## config.mk

```make
export PLATFORM = sky130hd
export DESIGN_NAME = demux_rr_scheduler
export DESIGN_NICKNAME = d
export VERILOG_FILES = /design/src/rtl/demux_sched_pkg.sv /design/src/rtl/demux_rr_arbiter.sv /design/src/rtl/demux_rr_scheduler.sv
export SDC_FILE = /design/constraint.sdc
export NUM_CORES = 1
export LEC_CHECK = 0
export ABC_AREA = 1
export CORE_ASPECT_RATIO = 0.75
export CORE_UTILIZATION = 47
export CTS_CLUSTER_SIZE = 8
export DETAILED_ROUTE_END_ITERATION = 6
export GPL_ROUTABILITY_DRIVEN = 1
export PLACE_DENSITY = 0.75
export REMOVE_ABC_BUFFERS = 1
export SLEW_MARGIN = 20
export SYNTH_ARGS = -nofsm -noshare
export SYNTH_HDL_FRONTEND = slang
export SYNTH_SLANG_ARGS = --single-unit
```

## constraint.sdc

```tcl
create_clock -name clk -period 2.17 [get_ports clk]
set_input_delay 0.3255 -clock clk [delete_from_list [all_inputs] [get_ports clk]]
set_output_delay 0.3255 -clock clk [all_outputs]
set_load 0.1 [all_outputs]
```

## src/rtl/demux_sched_pkg.sv

```systemverilog
// demux_sched_pkg: shared state type, default sizes and one-hot decode helper
package demux_sched_pkg;
  typedef enum logic {IDLE, SEND} state_t;
  localparam int DEF_N = 4;
  localparam int DEF_BURST_LEN = 4;
  function automatic int onehot2bin(input logic [31:0] oh);
    int b;
    b = 0;
    for (int i = 0; i < 32; i++) if (oh[i]) b = b | i;
    return b;
  endfunction
endpackage

```

## src/rtl/demux_rr_arbiter.sv

```systemverilog
// demux_rr_arbiter: combinational round-robin pick starting after ptr
module demux_rr_arbiter import demux_sched_pkg::*; #(
  parameter int N = DEF_N,
  localparam int SEL_W = $clog2(N)
) (
  input  logic [N-1:0]     req,
  input  logic [SEL_W-1:0] ptr,
  output logic [N-1:0]     gnt,
  output logic [SEL_W-1:0] idx
);
  // scan ptr+1 .. ptr+N (mod N) and keep the first requester found
  always_comb begin
    int c;
    gnt = '0;
    for (int i = 1; i <= N; i++) begin
      c = (int'(ptr) + i) % N;
      if (gnt == '0 && req[SEL_W'(c)]) gnt[SEL_W'(c)] = 1'b1;
    end
    idx = SEL_W'(onehot2bin(32'(gnt)));
  end
endmodule

```

## src/rtl/demux_rr_scheduler.sv

```systemverilog
// demux_rr_scheduler: round-robin burst scheduler driving a 1xN demux (sel/en/d); DEMUX_SCHED_FIXED_PRIO_EN selects fixed lowest-index priority
module demux_rr_scheduler import demux_sched_pkg::*; #(
  parameter int N = DEF_N,
  parameter int BURST_LEN = DEF_BURST_LEN,
  localparam int SEL_W = $clog2(N)
) (
  input  logic             clk,
  input  logic             rst,
  input  logic [N-1:0]     req,
  input  logic             din_valid,
  input  logic             din,
  output logic             din_ready,
  output logic [N-1:0]     grant,
  output logic [SEL_W-1:0] sel,
  output logic             en,
  output logic             d,
  output logic             busy,
  output logic             burst_done
);
  localparam int CNT_W = $clog2(BURST_LEN + 1);
  state_t state, state_nx;
  logic [CNT_W-1:0] bit_cnt, cnt_nx;
  logic [SEL_W-1:0] rr_ptr, win_idx, sel_nx;
  logic [N-1:0] win_oh, grant_nx;
  logic accept, last, en_nx, d_nx, done_nx, busy_nx;

  demux_rr_arbiter #(.N(N)) u_arb (.req(req), .ptr(rr_ptr), .gnt(win_oh), .idx(win_idx));

  assign din_ready = state == SEND && req[sel];
  assign accept = din_valid && din_ready;
  assign last = bit_cnt == CNT_W'(BURST_LEN - 1);

  // state register
  always_ff @(posedge clk or posedge rst)
    if (rst) state <= IDLE;
    else state <= state_nx;

  // claim on any request; leave SEND on owner dropping req or on the final accepted bit
  always_comb
    state_nx = state == IDLE ? (|req ? SEND : IDLE) : (!din_ready || (accept && last)) ? IDLE : SEND;

  // next values of the registered demux and status outputs
  always_comb begin
    sel_nx = state == IDLE && |req ? win_idx : sel;
    grant_nx = state_nx == IDLE ? '0 : state == IDLE ? win_oh : grant;
    busy_nx = state_nx == SEND;
    en_nx = accept;
    d_nx = accept ? din : d;
    done_nx = accept && last;
    cnt_nx = state == SEND && state_nx == SEND ? bit_cnt + CNT_W'(accept) : '0;
  end

  // registered outputs and bit counter
  always_ff @(posedge clk or posedge rst)
    if (rst) begin
      sel <= '0;
      grant <= '0;
      busy <= 1'b0;
      en <= 1'b0;
      d <= 1'b0;
      burst_done <= 1'b0;
      bit_cnt <= '0;
    end else begin
      sel <= sel_nx;
      grant <= grant_nx;
      busy <= busy_nx;
      en <= en_nx;
      d <= d_nx;
      burst_done <= done_nx;
      bit_cnt <= cnt_nx;
    end

`ifdef DEMUX_SCHED_FIXED_PRIO_EN
  assign rr_ptr = SEL_W'(N - 1);
`else
  // the channel just served becomes lowest priority for the next pick
  always_ff @(posedge clk or posedge rst)
    if (rst) rr_ptr <= SEL_W'(N - 1);
    else if (state == SEND && state_nx == IDLE) rr_ptr <= sel;
`endif
endmodule

```

==> results.toml, run 1 <==
[routing]
dr.pass1.iters = 4
postRouteAntennaNets = 0
routed_wl_um = 3468
wl_per_cell_um = 14.82
drc = 0
via_count = 1251
drt_first_iter_violations = 63
vias_per_cell = 5.346

[clock_network]
path_clk_slew_ns = 0.09
ctsHoldBuffers = 0
cts_buffers = 3
clock-sinks = 15
tritoncts = "done"
root_buffer = "clkbuf_4"
cts_buffer_depth = 2
cts_max_level = 1
clk_latency_ns = 0.28

[synth]
ys_types = 22
yosys_warnings = 0
ys_ff_latch = 15
syn_inst = 158
ys_seq_area_share_pct = 33.82
netlist_area_sq_um = 1117
syn_area_per_cell_sq_um = 7.072

[placement]
post_dp_cell_area_sq_um = 1458
numPortBuffers = 18
place_hpwl_um = 2102
place_congestion = 0.9178
dp_cells = 226

[timing]
finalCriticalPeriod_ns = 2.330
relSlewSlack_pct = 61.84
grt_setup_unrepaired = "true"
period_share_pct = 107.4
worst_clock_skew_ns = 0.004444
finalHoldViolCount = 0
fmax_mhz = 429.1
setup_violations = 6
drv_slew = 0
tightest_slew_ns = 0.5718
fin_ws_ns = -0.1604

[global_routing]
grt_max_degree = 16
grt_use_total_pct = 27.01
grt_overflow = 0
antenna_found_initial = 0
grt_pass1_vias = 1146
grt_pass1_wl_um = 5126

[layout]
diodes = 0
nets = 221
fin_cells = 234
fillers = 125
fin_area_sq_um = 1734
synthToLayoutAreaGrowth_pct = 55.21
mostFrequentLayoutCells = "nand2_1, buf_4, inv_1"
layout_commonest_cell = "nand2_1"
drive_gt1_share_pct = 43.56

[die]
die_h_um = 44.23
fp.coreArea_sq_um = 2120
pin_count = 19
rows = 14
die-area_sq_um = 2578
dieWidth_um = 58.30
initial_utilization_pct = 52.72

[hold_path]
worst_hold_path_type = "in -> async"

[job]
cap_violations = 0

[status]
violations = "negative setup slack"
status = "finished, violations left"

[critical_path]
rrSetupSlack_ns = -0.16
cp-start-kind = "register"
critPathArrivalTime_ns = 2.56
required_ns = 2.40
worstPathMaxFanout = 4
end_kind = "register"
critPathKind = "reg -> reg"
through the flow:
stage | hold slack, ns | util [%] | setup WS (ns) | setup TNS, ns
4_1_cts | 0.4170 | 76.45 | 0.002885 | 0
3_5_place_dp | 0.4649 | 68.77 | -0.1759 | -1.030
5_1_grt | 0.4535 | 81.82 | -0.2405 | -1.253
3_3_place_gp | 0.4555 | 68.77 | -0.09938 | -0.4824
2_1_floorplan | 0.2255 | - | -0.2365 | -1.601
6_report | 0.3901 | 81.82 | -0.1604 | -0.8046
path summary, 6_finish.rpt:
kind | from | end | cells past startpoint
min in group clk | bit_cnt[2]$_DFF_PP0_ | burst_done$_DFF_PP0_ | 1
worst max-delay path | rr_ptr[0]$_DFFE_PP1P_ | sel[0]$_DFFE_PP0P_ | 16
worst min-delay path | rst | en$_DFF_PP0_ | 2
max in group asynchronous | rst | rr_ptr[0]$_DFFE_PP1P_ | 2
worst min register to register | bit_cnt[2]$_DFF_PP0_ | burst_done$_DFF_PP0_ | 1
worst max register to register | rr_ptr[0]$_DFFE_PP1P_ | sel[0]$_DFFE_PP0P_ | 16
cells by family after synthesis:
| group | Yosys count | synth area share, % |
|---|---|---|
| flip-flops | 15 | 33.82 |
| AND/OR/NAND/NOR | 88 | 36.51 |
| XOR/XNOR | 1 | 0.7840 |
| adder cells (fa/ha/maj) | 10 | 11.20 |
| AO/OA/AOI/OAI | 15 | 7.952 |
| buffers and inverters | 29 | 9.742 |
flip-flops by register name (all words and copies together) (netlist names):
signal and cells:
bit_cnt 3, burst_done 1, busy 1, d 1, en 1, grant 4, rr_ptr 2, sel 2
worst max-delay path, stage by stage (launching register included):
cell,delay [ns]
dfstp_2,0.56
inv_2,0.06
ha_4,0.30
inv_6,0.05
nand2_1,0.10
nand2_2,0.11
o21ai_4,0.12
nand3_2,0.13
nand2_4,0.11
nor2_4,0.05
nand3_1,0.10
nand2_2,0.09
nor2_4,0.16
nand3_1,0.11
nand2_1,0.08
nand2_1,0.07
nand3_2,0.07
cell usage after synthesis:
| cell type | instances | share of area [%] |
|---|---|---|
| nand2_1 | 49 | 16 |
| o21ai_2 | 1 | 0.78 |
| nand2_2 | 5 | 2.8 |
| nand3_1 | 19 | 8.5 |
| dfstp_2 | 2 | 4.7 |
| nor2_4 | 3 | 3.0 |
| o21ai_1 | 4 | 1.8 |
| ha_1 | 10 | 11 |
| xnor2_1 | 1 | 0.78 |
| o21a_1 | 1 | 0.67 |
| o21ai_0 | 2 | 0.90 |
| clkinv_1 | 1 | 0.34 |
| inv_1 | 24 | 8.1 |
| nor3_2 | 1 | 0.90 |
| nor2_1 | 9 | 3.0 |
| inv_2 | 4 | 1.3 |
| dfrtp_1 | 13 | 29 |
| nand3_2 | 2 | 1.8 |
| a21oi_1 | 4 | 1.8 |
| a41oi_1 | 1 | 0.78 |
| a31oi_1 | 1 | 0.56 |
| a21boi_0 | 1 | 0.67 |
metal layers:
metal  GRT usage, %  up-vias  share of wire [%]
met3          5.263        8                6.0
met2          48.74       59                 49
li1               -      587                  -
met5              0        -                  0
met1          33.46      597                 42
met4          7.143        0                2.2
final cells by class:
class / count / area [sq um] / share of cell area [%]
multi-input cells: 114 / 833.3 / 48.05
flip-flops and latches: 15 / 377.9 / 21.79
repair buffers: 40 / 341.6 / 19.70
inverters: 29 / 113.9 / 6.566
well taps: 32 / 40.04 / 2.309
clock buffers: 3 / 22.52 / 1.299
clock inverters: 1 / 5.005 / 0.2886
what timing repair did:
action,in CTS,in global routing
hold endpoints to repair,0,0
pin swaps,15,19
gates resized for setup,31,21
endpoints found under the setup margin,6,6
buffers inserted,2,2
Power of run 1 is left out: the tool's default activity adds up to more than one toggle a clock period on the data nets, which glitch-free logic cannot reach.
==> run 2: changes to the inputs <==
--- a/config.mk
+++ b/config.mk
@@ -11,6 +11,7 @@
 export CTS_CLUSTER_SIZE = 8
 export DETAILED_ROUTE_END_ITERATION = 6
 export GPL_ROUTABILITY_DRIVEN = 1
+export HOLD_SLACK_MARGIN = 0.08
 export PLACE_DENSITY = 0.75
 export REMOVE_ABC_BUFFERS = 1
 export SLEW_MARGIN = 20
==> results of run 2 <==
The final DEF is identical to that of run 1; final timing and power are the same.
Power of run 2 is left out for the same reason.
==> run 3: changes to the inputs <==
--- a/config.mk
+++ b/config.mk
@@ -7,7 +7,7 @@
 export LEC_CHECK = 0
 export ABC_AREA = 1
 export CORE_ASPECT_RATIO = 0.75
-export CORE_UTILIZATION = 47
+export CORE_UTILIZATION = 48
 export CTS_CLUSTER_SIZE = 8
 export DETAILED_ROUTE_END_ITERATION = 6
 export GPL_ROUTABILITY_DRIVEN = 1
@@ -17,4 +17,5 @@
 export SLEW_MARGIN = 20
 export SYNTH_ARGS = -nofsm -noshare
 export SYNTH_HDL_FRONTEND = slang
+export SYNTH_HIERARCHICAL = 1
 export SYNTH_SLANG_ARGS = --single-unit
==> results.toml, run 3 <==
[clock_network]
cts_max_level = 1
cts_buffers = 3
clk_latency_ns = 0.31
tritoncts = "done"
clock-sinks = 15
root_buffer = "clkbuf_4"
path_clk_slew_ns = 0.10
cts_buffer_depth = 2

[global_routing]
grt_pass1_wl_um = 5623
antenna_found_initial = 0
busiest_layer = "met2"
grt_max_degree = 16
use_met3_pct = 4.830
grt_use_total_pct = 28.91
grt_overflow = 0
met2_usage_pct = 51.65
grt_pass1_vias = 1237
met1_usage_pct = 34.15

[timing]
relSlewSlack_pct = 55.19
worst_clock_skew_ns = 0.01097
period_share_pct = 114.7
finalCriticalPeriod_ns = 2.488
finalHoldViolCount = 0
setup_violations = 6
drv_slew = 0
tightest_slew_ns = 0.6702
grt_setup_unrepaired = "true"
fin_ws_ns = -0.3184
fmax_mhz = 401.9

[critical_path]
critPathArrivalTime_ns = 2.73
worst-path-stages = 18
required_ns = 2.41
crit_buf_inv = 5
critPathKind = "reg -> reg"
crit_top_cell = "buf_4"
timing.rr.start = "rr_ptr[0]$_DFFE_PP1P_"
r2r_cells = 18
cp-startpoint = "rr_ptr[0]$_DFFE_PP1P_"
r2r_end = "sel[1]$_DFFE_PP0P_"
cpPeakStageDelay_ns = 0.55
worstPathMaxFanout = 9
cp_top_family = "simple AND/OR/NAND/NOR gates"
slowest_stage = "dfstp_2"
endpoint = "sel[1]$_DFFE_PP0P_"
path_cells = "buf_4 -> nand2_1 -> nand2_4 -> nand3_4 -> buf_4 -> buf_4 -> buf_4 -> nand2_2 -> nor2_2 -> nand3_1 -> nand2_2 -> nor2_4 -> nand3_2 -> nand2_2 -> inv_1 -> nand2_1 -> nor2_1 -> a21oi_1"
cp-start-kind = "register"
end_kind = "register"
rrSetupSlack_ns = -0.32

[routing]
dr.pass1.iters = 5
routed_wl_um = 3738
postRouteAntennaNets = 0
via_count = 1279
drt_first_iter_violations = 60
vias_per_cell = 5.178
wl_per_cell_um = 15.13
drc = 0

[placement]
numPortBuffers = 18
dpl_worst_slack_ns = -0.2701
place_congestion = 0.9079
place_hpwl_um = 2326

[synth]
synth_edf_count = 0
synthFlopType = "dfrtp_1"
netlist_area_sq_um = 1231
yosysTopAreaCell = "dfrtp_1"
synth_most_common_cell = "nand2_1"
syn_area_per_cell_sq_um = 7.328
ys_seq_area_share_pct = 30.69
ys_types = 25
yosys_warnings = 6
synth_common_cells = "nand2_1, inv_1, nand3_1"
synth.area.top_cells = "dfrtp_1, nand2_1, inv_1"
ys_ff_latch = 15
syn_inst = 168
synth_top_area_share_pct = 26.42
async_reset_ff_share_pct = 100.0

[die]
rows = 15
die-area_sq_um = 2774
die_h_um = 45.86
fp.coreArea_sq_um = 2365
pin_count = 19
initial_utilization_pct = 52.06
dieWidth_um = 60.48

[job]
cap_violations = 0

[hold_path]
worst_hold_path_type = "in -> async"

[layout]
drive_gt1_share_pct = 44.13
reg_top3 = "grant x4, bit_cnt x3"
largest_register_ffs = 4
nets = 232
synthToLayoutAreaGrowth_pct = 45.02
mostFrequentLayoutCells = "inv_1, buf_4, nand2_1"
top_register = "grant"
diodes = 0

[status]
violations = "negative setup slack"
status = "finished, violations left"
[run 3: worst min-delay path by stage]
stage                              from                    to  slack [ns]  cells after the start
final                               rst  grant[1]$_DFFE_PP0P_        0.35                      2
after detailed placement  d$_DFFE_PP0P_         d$_DFFE_PP0P_        0.51                      2
after CTS                           rst  grant[1]$_DFFE_PP0P_        0.38                      2
after global routing                rst  grant[2]$_DFFE_PP0P_        0.41                      2
after global placement    d$_DFFE_PP0P_         d$_DFFE_PP0P_        0.50                      2
after floorplan                     rst  bit_cnt[0]$_DFF_PP0_        0.23                      1
[run 3: worst reg2reg max path, cell delays in order (launching register included)]
cell	delay [ns]
dfstp_2	0.55
buf_4	0.17
nand2_1	0.11
nand2_4	0.13
nand3_4	0.10
buf_4	0.14
buf_4	0.12
buf_4	0.12
nand2_2	0.08
nor2_2	0.06
nand3_1	0.11
nand2_2	0.09
nor2_4	0.14
nand3_2	0.11
nand2_2	0.08
inv_1	0.06
nand2_1	0.06
nor2_1	0.05
a21oi_1	0.15
[run 3: cells by family after synthesis]
logic type | after synthesis | share of synthesized area (%)
buffers and inverters | 41 | 13.11
XOR/XNOR | 1 | 0.7115
AO/OA/AOI/OAI | 18 | 12.09
flip-flops | 15 | 30.69
adder cells (fa/ha/maj) | 10 | 10.16
AND/OR/NAND/NOR | 83 | 33.23
[run 3: repair_timing]
action,4_1_cts,5_1_grt
resized for setup,24,12
hold buffers,0,0
endpoints found under the setup margin,6,7
buffers inserted,3,2
pin swaps,7,16
[run 3: per-layer routing]
metal,routed length [um],share of wire (%),vias up
met1,1520,41,592
met3,157,4.2,21
li1,-,-,611
met2,1886,50,55
met5,0,0,-
met4,174,4.7,0
[run 3: area by class of cell]
cell class              instances  area [sq um]
clock buffers                   3         22.52
clock inverters                 1         5.005
fillers                       163         579.3
inverters                      40         152.6
multi-input cells             112         832.0
flip-flops and latches         15         377.9
well taps                      34         42.54
repair buffers                 42         352.8
[run 3: stage by stage]
stage          cell area, sq um  hold slack, ns  cells  utilization, %  TNS, ns
2_1_floorplan              1220          0.2255    167               -   -1.422
3_3_place_gp               1570          0.5012    238           66.40  -0.6639
3_5_place_dp               1570          0.5098    238           66.40   -1.178
4_1_cts                    1713          0.3801    245           72.43  -0.4995
5_1_grt                    1785          0.4144    247           75.50   -2.011
6_report                   1785          0.3528    247           75.50   -1.297
Power of run 3 is left out for the same reason.
